==> src/rtl/seg_scan_driver.sv <==
// Time-multiplexed N-digit 7-segment driver: BCD/hex decode, blank, blink, dp and leading-zero suppression.
// Latency: outputs update on the prescaler terminal-count edge; digit 0 first appears SCAN_DIV cycles after reset.
// Backpressure: none; free-running scan, inputs snapshotted once per frame.
module seg_scan_driver #(
    parameter int N_DIGITS     = 6,
    parameter int SCAN_DIV     = 1000,
    parameter int BLINK_FRAMES = 64
) (
    input  logic                  i_clk,
    input  logic                  i_rst,
    input  logic [4*N_DIGITS-1:0] i_num,
    input  logic [N_DIGITS-1:0]   i_dp,
    input  logic [N_DIGITS-1:0]   i_blank,
    input  logic [N_DIGITS-1:0]   i_blink,
    input  logic                  i_lzs,
    input  logic                  i_hex,
    output logic [6:0]            o_seg,
    output logic                  o_dp,
    output logic [N_DIGITS-1:0]   o_dig,
    output logic                  o_frame
);

    localparam int PW = $clog2(SCAN_DIV);
    localparam int IW = (N_DIGITS > 1) ? $clog2(N_DIGITS) : 1;
    localparam int FW = (BLINK_FRAMES > 1) ? $clog2(BLINK_FRAMES) : 1;

    logic [PW-1:0]         presc;
    logic [IW-1:0]         idx;
    logic [4*N_DIGITS-1:0] sh_num;
    logic [N_DIGITS-1:0]   sh_dp, sh_blank, sh_blink;
    logic                  sh_lzs, sh_hex;
    logic [FW-1:0]         frame_cnt;
    logic                  blink_phase;

    logic                  tc, last, wrap, frame_done, cnt_end, phase_n;
    logic [IW-1:0]         idx_n;
    logic [4*N_DIGITS-1:0] n_num;
    logic [N_DIGITS-1:0]   n_dp, n_blank, n_blink;
    logic                  n_lzs, n_hex;
    logic [3:0]            cur_val;
    logic                  lz_hit, dark;
    logic [6:0]            seg_n;
    logic                  dp_n;
    logic [N_DIGITS-1:0]   dig_n;

    function automatic logic [6:0] decode(input logic [3:0] v, input logic hex);
        logic [6:0] s;
        case (v)
            4'd0:    s = 7'b1111110;
            4'd1:    s = 7'b0110000;
            4'd2:    s = 7'b1101101;
            4'd3:    s = 7'b1111001;
            4'd4:    s = 7'b0110011;
            4'd5:    s = 7'b1011011;
            4'd6:    s = 7'b1011111;
            4'd7:    s = 7'b1110010;
            4'd8:    s = 7'b1111111;
            4'd9:    s = 7'b1111011;
            4'd10:   s = hex ? 7'b1110111 : 7'b0000001;
            4'd11:   s = hex ? 7'b0011111 : 7'b0000001;
            4'd12:   s = hex ? 7'b1001110 : 7'b0000001;
            4'd13:   s = hex ? 7'b0111101 : 7'b0000001;
            4'd14:   s = hex ? 7'b1001111 : 7'b0000001;
            default: s = hex ? 7'b1000111 : 7'b0000001;
        endcase
        return s;
    endfunction

    always_comb begin
        tc    = (presc == PW'(SCAN_DIV - 1));
        last  = (idx == IW'(N_DIGITS - 1));
        wrap  = tc && last;
        idx_n = last ? '0 : idx + IW'(1);

        n_num   = wrap ? i_num   : sh_num;
        n_dp    = wrap ? i_dp    : sh_dp;
        n_blank = wrap ? i_blank : sh_blank;
        n_blink = wrap ? i_blink : sh_blink;
        n_lzs   = wrap ? i_lzs   : sh_lzs;
        n_hex   = wrap ? i_hex   : sh_hex;

        // The very first wrap after reset starts frame 0 rather than completing one.
        frame_done = wrap && (o_dig != '0);
        cnt_end    = (frame_cnt == FW'(BLINK_FRAMES - 1));
        phase_n    = (frame_done && cnt_end) ? ~blink_phase : blink_phase;

        cur_val = n_num[{idx_n, 2'b00} +: 4];

        lz_hit = 1'b1;
        for (int k = 0; k < N_DIGITS; k++) begin
            if ((IW'(k) >= idx_n) && (n_num[4*k +: 4] != 4'd0)) lz_hit = 1'b0;
        end

        dark = n_blank[idx_n]
             | (n_blink[idx_n] & phase_n)
             | (n_lzs & (idx_n != '0) & lz_hit);

        seg_n = dark ? 7'b0000000 : decode(cur_val, n_hex);
        dp_n  = dark ? 1'b0 : n_dp[idx_n];

        dig_n = '0;
        for (int k = 0; k < N_DIGITS; k++) begin
            dig_n[k] = (IW'(k) == idx_n);
        end
    end

    always_ff @(posedge i_clk) begin
        if (i_rst) begin
            presc       <= '0;
            idx         <= IW'(N_DIGITS - 1);
            sh_num      <= '0;
            sh_dp       <= '0;
            sh_blank    <= '0;
            sh_blink    <= '0;
            sh_lzs      <= 1'b0;
            sh_hex      <= 1'b0;
            frame_cnt   <= '0;
            blink_phase <= 1'b0;
            o_seg       <= '0;
            o_dp        <= 1'b0;
            o_dig       <= '0;
            o_frame     <= 1'b0;
        end else begin
            presc   <= tc ? '0 : presc + PW'(1);
            o_frame <= wrap;
            if (tc) begin
                idx   <= idx_n;
                o_seg <= seg_n;
                o_dp  <= dp_n;
                o_dig <= dig_n;
            end
            if (wrap) begin
                sh_num   <= i_num;
                sh_dp    <= i_dp;
                sh_blank <= i_blank;
                sh_blink <= i_blink;
                sh_lzs   <= i_lzs;
                sh_hex   <= i_hex;
            end
            if (frame_done) begin
                frame_cnt   <= cnt_end ? '0 : frame_cnt + FW'(1);
                blink_phase <= phase_n;
            end
        end
    end

endmodule

==> config.mk <==
export PLATFORM = sky130hd
export DESIGN_NAME = seg_scan_driver
export DESIGN_NICKNAME = d
export VERILOG_FILES = /design/src/rtl/seg_scan_driver.sv
export SDC_FILE = /design/constraint.sdc
export NUM_CORES = 1
export LEC_CHECK = 0
export ABC_CLOCK_PERIOD_IN_PS = 2900
export CAP_MARGIN = 10
export CORE_AREA = 2 2 88 90
export CTS_CLUSTER_SIZE = 40
export DETAILED_ROUTE_END_ITERATION = 8
export DIE_AREA = 0 0 90 92
export PLACE_DENSITY_LB_ADDON = 0.3
export SLEW_MARGIN = 10
export SYNTH_ARGS = -nofsm -noshare
export SYNTH_HDL_FRONTEND = slang
export SYNTH_SLANG_ARGS = --single-unit
==> constraint.sdc <==
create_clock -name i_clk -period 2.9 [get_ports i_clk]
set_input_delay 0.87 -clock i_clk [delete_from_list [all_inputs] [get_ports i_clk]]
set_output_delay 0.87 -clock i_clk [all_outputs]
set_load 0.05 [all_outputs]
==> results by group <==
Worst hold path
  • Hold Crit Class: reg2reg

CTS
  • Longest Clk Path Bufs: 2
  • Root buf cell: clkbuf_8
  • CTS clk-pin slew, worst paths: 80 ps
  • H-tree depth: 3
  • Latest clock arrival within the worst-skew pair: 360 ps
  • Hold buffers post-CTS: 0
  • CTS tree: built
  • Clk sinks: 79
  • CTS buffer count: 9

Detailed routing
  • Initial drt markers: 240
  • DRC: 0
  • DR vias/cell: 5.58
  • Final WL: 9260 um
  • Post-route ant nets: 0
  • Routed len/inst: 14.5 um
  • Pre-antenna DRT Iters: 4
  • Via count: 3561

Die
  • I/O pin cnt: 61
  • Starting Density: 50.4%
  • Die height: 92 um
  • Die width: 90 um
  • Core area: 0.00745 mm2
  • Row cnt: 32
  • DIE AREA: 0.00828 mm2

Finish
  • Share of layout cells above drive strength 1: 9.70%
  • Final Cell Area: 0.00475 mm2
  • Layout Cells excl Fill: 638
  • Synthesis-to-finish area growth: 26.5%
  • Nets: 579
  • # diodes: 0
  • Final core utilization: 63.7%

Synthesis
  • Ys async rst share: 0%
  • Post-Syn Instances: 469
  • Mapped Area: 0.00375 mm2
  • Most common flop cell mapped by yosys: dfxtp_1
  • Yosys warning count: 0
  • FF+latch count, synth: 79
  • Post-synth EDFFs: 0
  • Avg Cell Area, Syn: 8.00 um2
  • Yosys cell types: 55
  • Sequential fraction of the synthesis area: 42.2%
  • Syn_nets: 517

Power
  • Pwr dens: 431 mW/mm2
  • Leakage: 0.00180 uW
  • Worst VDD drop: 0.208 mV

Setup path
  • Reg2reg start: presc[0]$_SDFF_PP0_
  • Worst EP required: 3200 ps
  • CP startpoint: presc[0]$_SDFF_PP0_
  • Reg-to-Reg End: o_seg[3]$_SDFFE_PP0N_
  • Worst reg2reg path depth: 9
  • R2R setup slack: 160 ps
  • Startpoint Class: flip-flop
  • CP max FO: 22
  • Crit path to: o_seg[3]$_SDFFE_PP0N_
  • CP Capture Type: flip-flop
  • Arrival time worst endpoint: 3050 ps
  • Kind of critical path: reg2reg

STA
  • Final Max Slew Viols: 0
  • Final Setup Violations: 0
  • Max Clock Skew: 8.13 ps
  • F_max: 365 MHz
  • Slew @ Worst Pin: 561 ps
  • Min Clock Period, post-route: 2740 ps
  • Rel. slew slack: 62.3%
  • RSZ-0062 raised after global routing: false
  • Final hold violations: 0
  • Setup_tns: 0 ps
  • Slack of the critical path: 158 ps
  • Fin crit share: 94.5%

Place
  • GPL Wtd Cong: 0.881
  • Dpl hpwl: 6540 um
  • Post-place setup slack: 14.5 ps
  • Placement-stage cell area: 0.00451 mm2
  • I/O Buffers: 60
  • Dpl cells: 621

Run status
  • Outcome: finished clean

Flow run
  • Max Cap Viol: 0

GRT
  • Total Routing Usage GR: 23.1%
  • Largest net degree at the start of global routing: 43
  • Via count of the first global-routing pass: 3450
  • Antenna violations before repair: 0
  • GR Overflow Total: 0
  • First-pass GRT wire length: 15700 um
## what timing repair did
action / CTS / global route
setup endpoints to repair: 0 / 8
buffers inserted: 0 / 1
resized for setup: 0 / 4
## how the worst min path moves through the flow
stage	start	endpoint	slack (ps)	cells past startpoint
floorplan	sh_blank[4]$_SDFF_PP0_	sh_blank[4]$_SDFF_PP0_	430	2
global placement	sh_num[1]$_SDFF_PP0_	sh_num[1]$_SDFF_PP0_	440	2
detailed placement	sh_num[2]$_SDFF_PP0_	sh_num[2]$_SDFF_PP0_	440	2
CTS	sh_num[2]$_SDFF_PP0_	sh_num[2]$_SDFF_PP0_	450	2
global route	sh_dp[3]$_SDFF_PP0_	sh_dp[3]$_SDFF_PP0_	480	2
finish	sh_num[2]$_SDFF_PP0_	sh_num[2]$_SDFF_PP0_	460	2
## critical path, stage by stage (launching register included)
cell and delay [ps]:
dfxtp_1 390, ha_1 240, nand4b_4 170, or4_4 700
buf_4 260, mux2i_1 210, o22ai_1 140, a2111oi_4 190
buf_4 210, a32o_1 170
## state kept, by name (all words and copies together), names as in the netlist
signal	cells
sh_num	24
presc	10
o_seg	7
frame_cnt	6
o_dig	6
sh_blank	6
sh_blink	6
sh_dp	6
idx	3
blink_phase	1
o_dp	1
o_frame	1
sh_hex	1
sh_lzs	1
## cells in the mapped netlist, drive strengths merged, types with 6 or more instances
cell	instances	area (um2)
clkbuf	25	93.8
mux2i	14	140
nand3	12	60.1
nand2	111	419
o21ai	13	72.6
a21oi	61	305
dfxtp	79	1580
nor2	30	113
nor4	11	75.1
a22o	7	61.3
buf	6	35.0
xor2	7	61.3
## power by group
part / internal, uW / leakage, uW / switching [uW] / total, uW
Sequential: 1090 / 0.000637 / 4.20 / 1090
Clock: 443 / 0.000105 / 415 / 858
Combinational: 61.3 / 0.00105 / 35.5 / 96.8
## routing by layer
metal  up-vias  part of all wire (%)  wire length (um)  GRT usage [%]
met5         -                     0                 0              0
met4         0                   1.8               170           7.95
met3        14                   4.7               437           4.85
met2        84                    49              4580           39.5
met1      1691                    44              4070           29.1
li1       1772                     -                 -              -
## cells by family after synthesis
family | synth area share [%]
AO/OA/AOI/OAI | 20.8
XOR/XNOR | 2.80
adder cells (fa/ha/maj) | 0.667
buffers and inverters | 3.84
flip-flops | 42.2
multiplexers | 4.04
AND/OR/NAND/NOR | 25.7
## cells in the final DEF, fill, tap and decap left out, drive strengths merged, types with 2 or more instances in the layout
cell | Yosys | routed
o21ai | 13 | 13
o221ai | 3 | 3
xor2 | 7 | 7
a32oi | 2 | 2
inv | 4 | 4
or4 | 3 | 3
xnor2 | 5 | 5
a22oi | 4 | 4
or3 | 4 | 4
a21oi | 61 | 61
nand2 | 111 | 111
a211o | 2 | 2
a22o | 7 | 7
nor4 | 11 | 11
a21o | 4 | 4
clkbuf | 25 | 11
a211oi | 5 | 5
nor3 | 5 | 5
or2 | 4 | 4
and3 | 3 | 3
nor2 | 30 | 30
and2 | 5 | 5
nand3b | 3 | 3
o2bb2ai | 3 | 3
nand2b | 5 | 5
a32o | 5 | 5
clkinv | 0 | 3
mux2i | 14 | 14
a2bb2oi | 2 | 2
dfxtp | 79 | 79
o22ai | 3 | 3
nor2b | 3 | 3
nand3 | 12 | 12
clkdlybuf4s50 | 0 | 59
nand4 | 3 | 3
buf | 6 | 23
ha | 2 | 2
## through the flow
step	hold WS [ps]	total power (uW)
after global routing	479	2100
after CTS	454	2050
final	456	2050
after floorplan	428	1140
after detailed placement	444	1210
after global placement	440	1210
## cell type report
cell class / instances / area, um2
Sequential cell: 79 / 1580
Clock buffer: 11 / 151
Timing Repair Buffer: 82 / 764
Tap cell: 102 / 128
Inverter: 4 / 15.0
Clock inverter: 5 / 56.3
Fill cell: 645 / 2700
Multi-Input combinational cell: 355 / 2050
No activity file was read; power rests on OpenSTA's default activity.
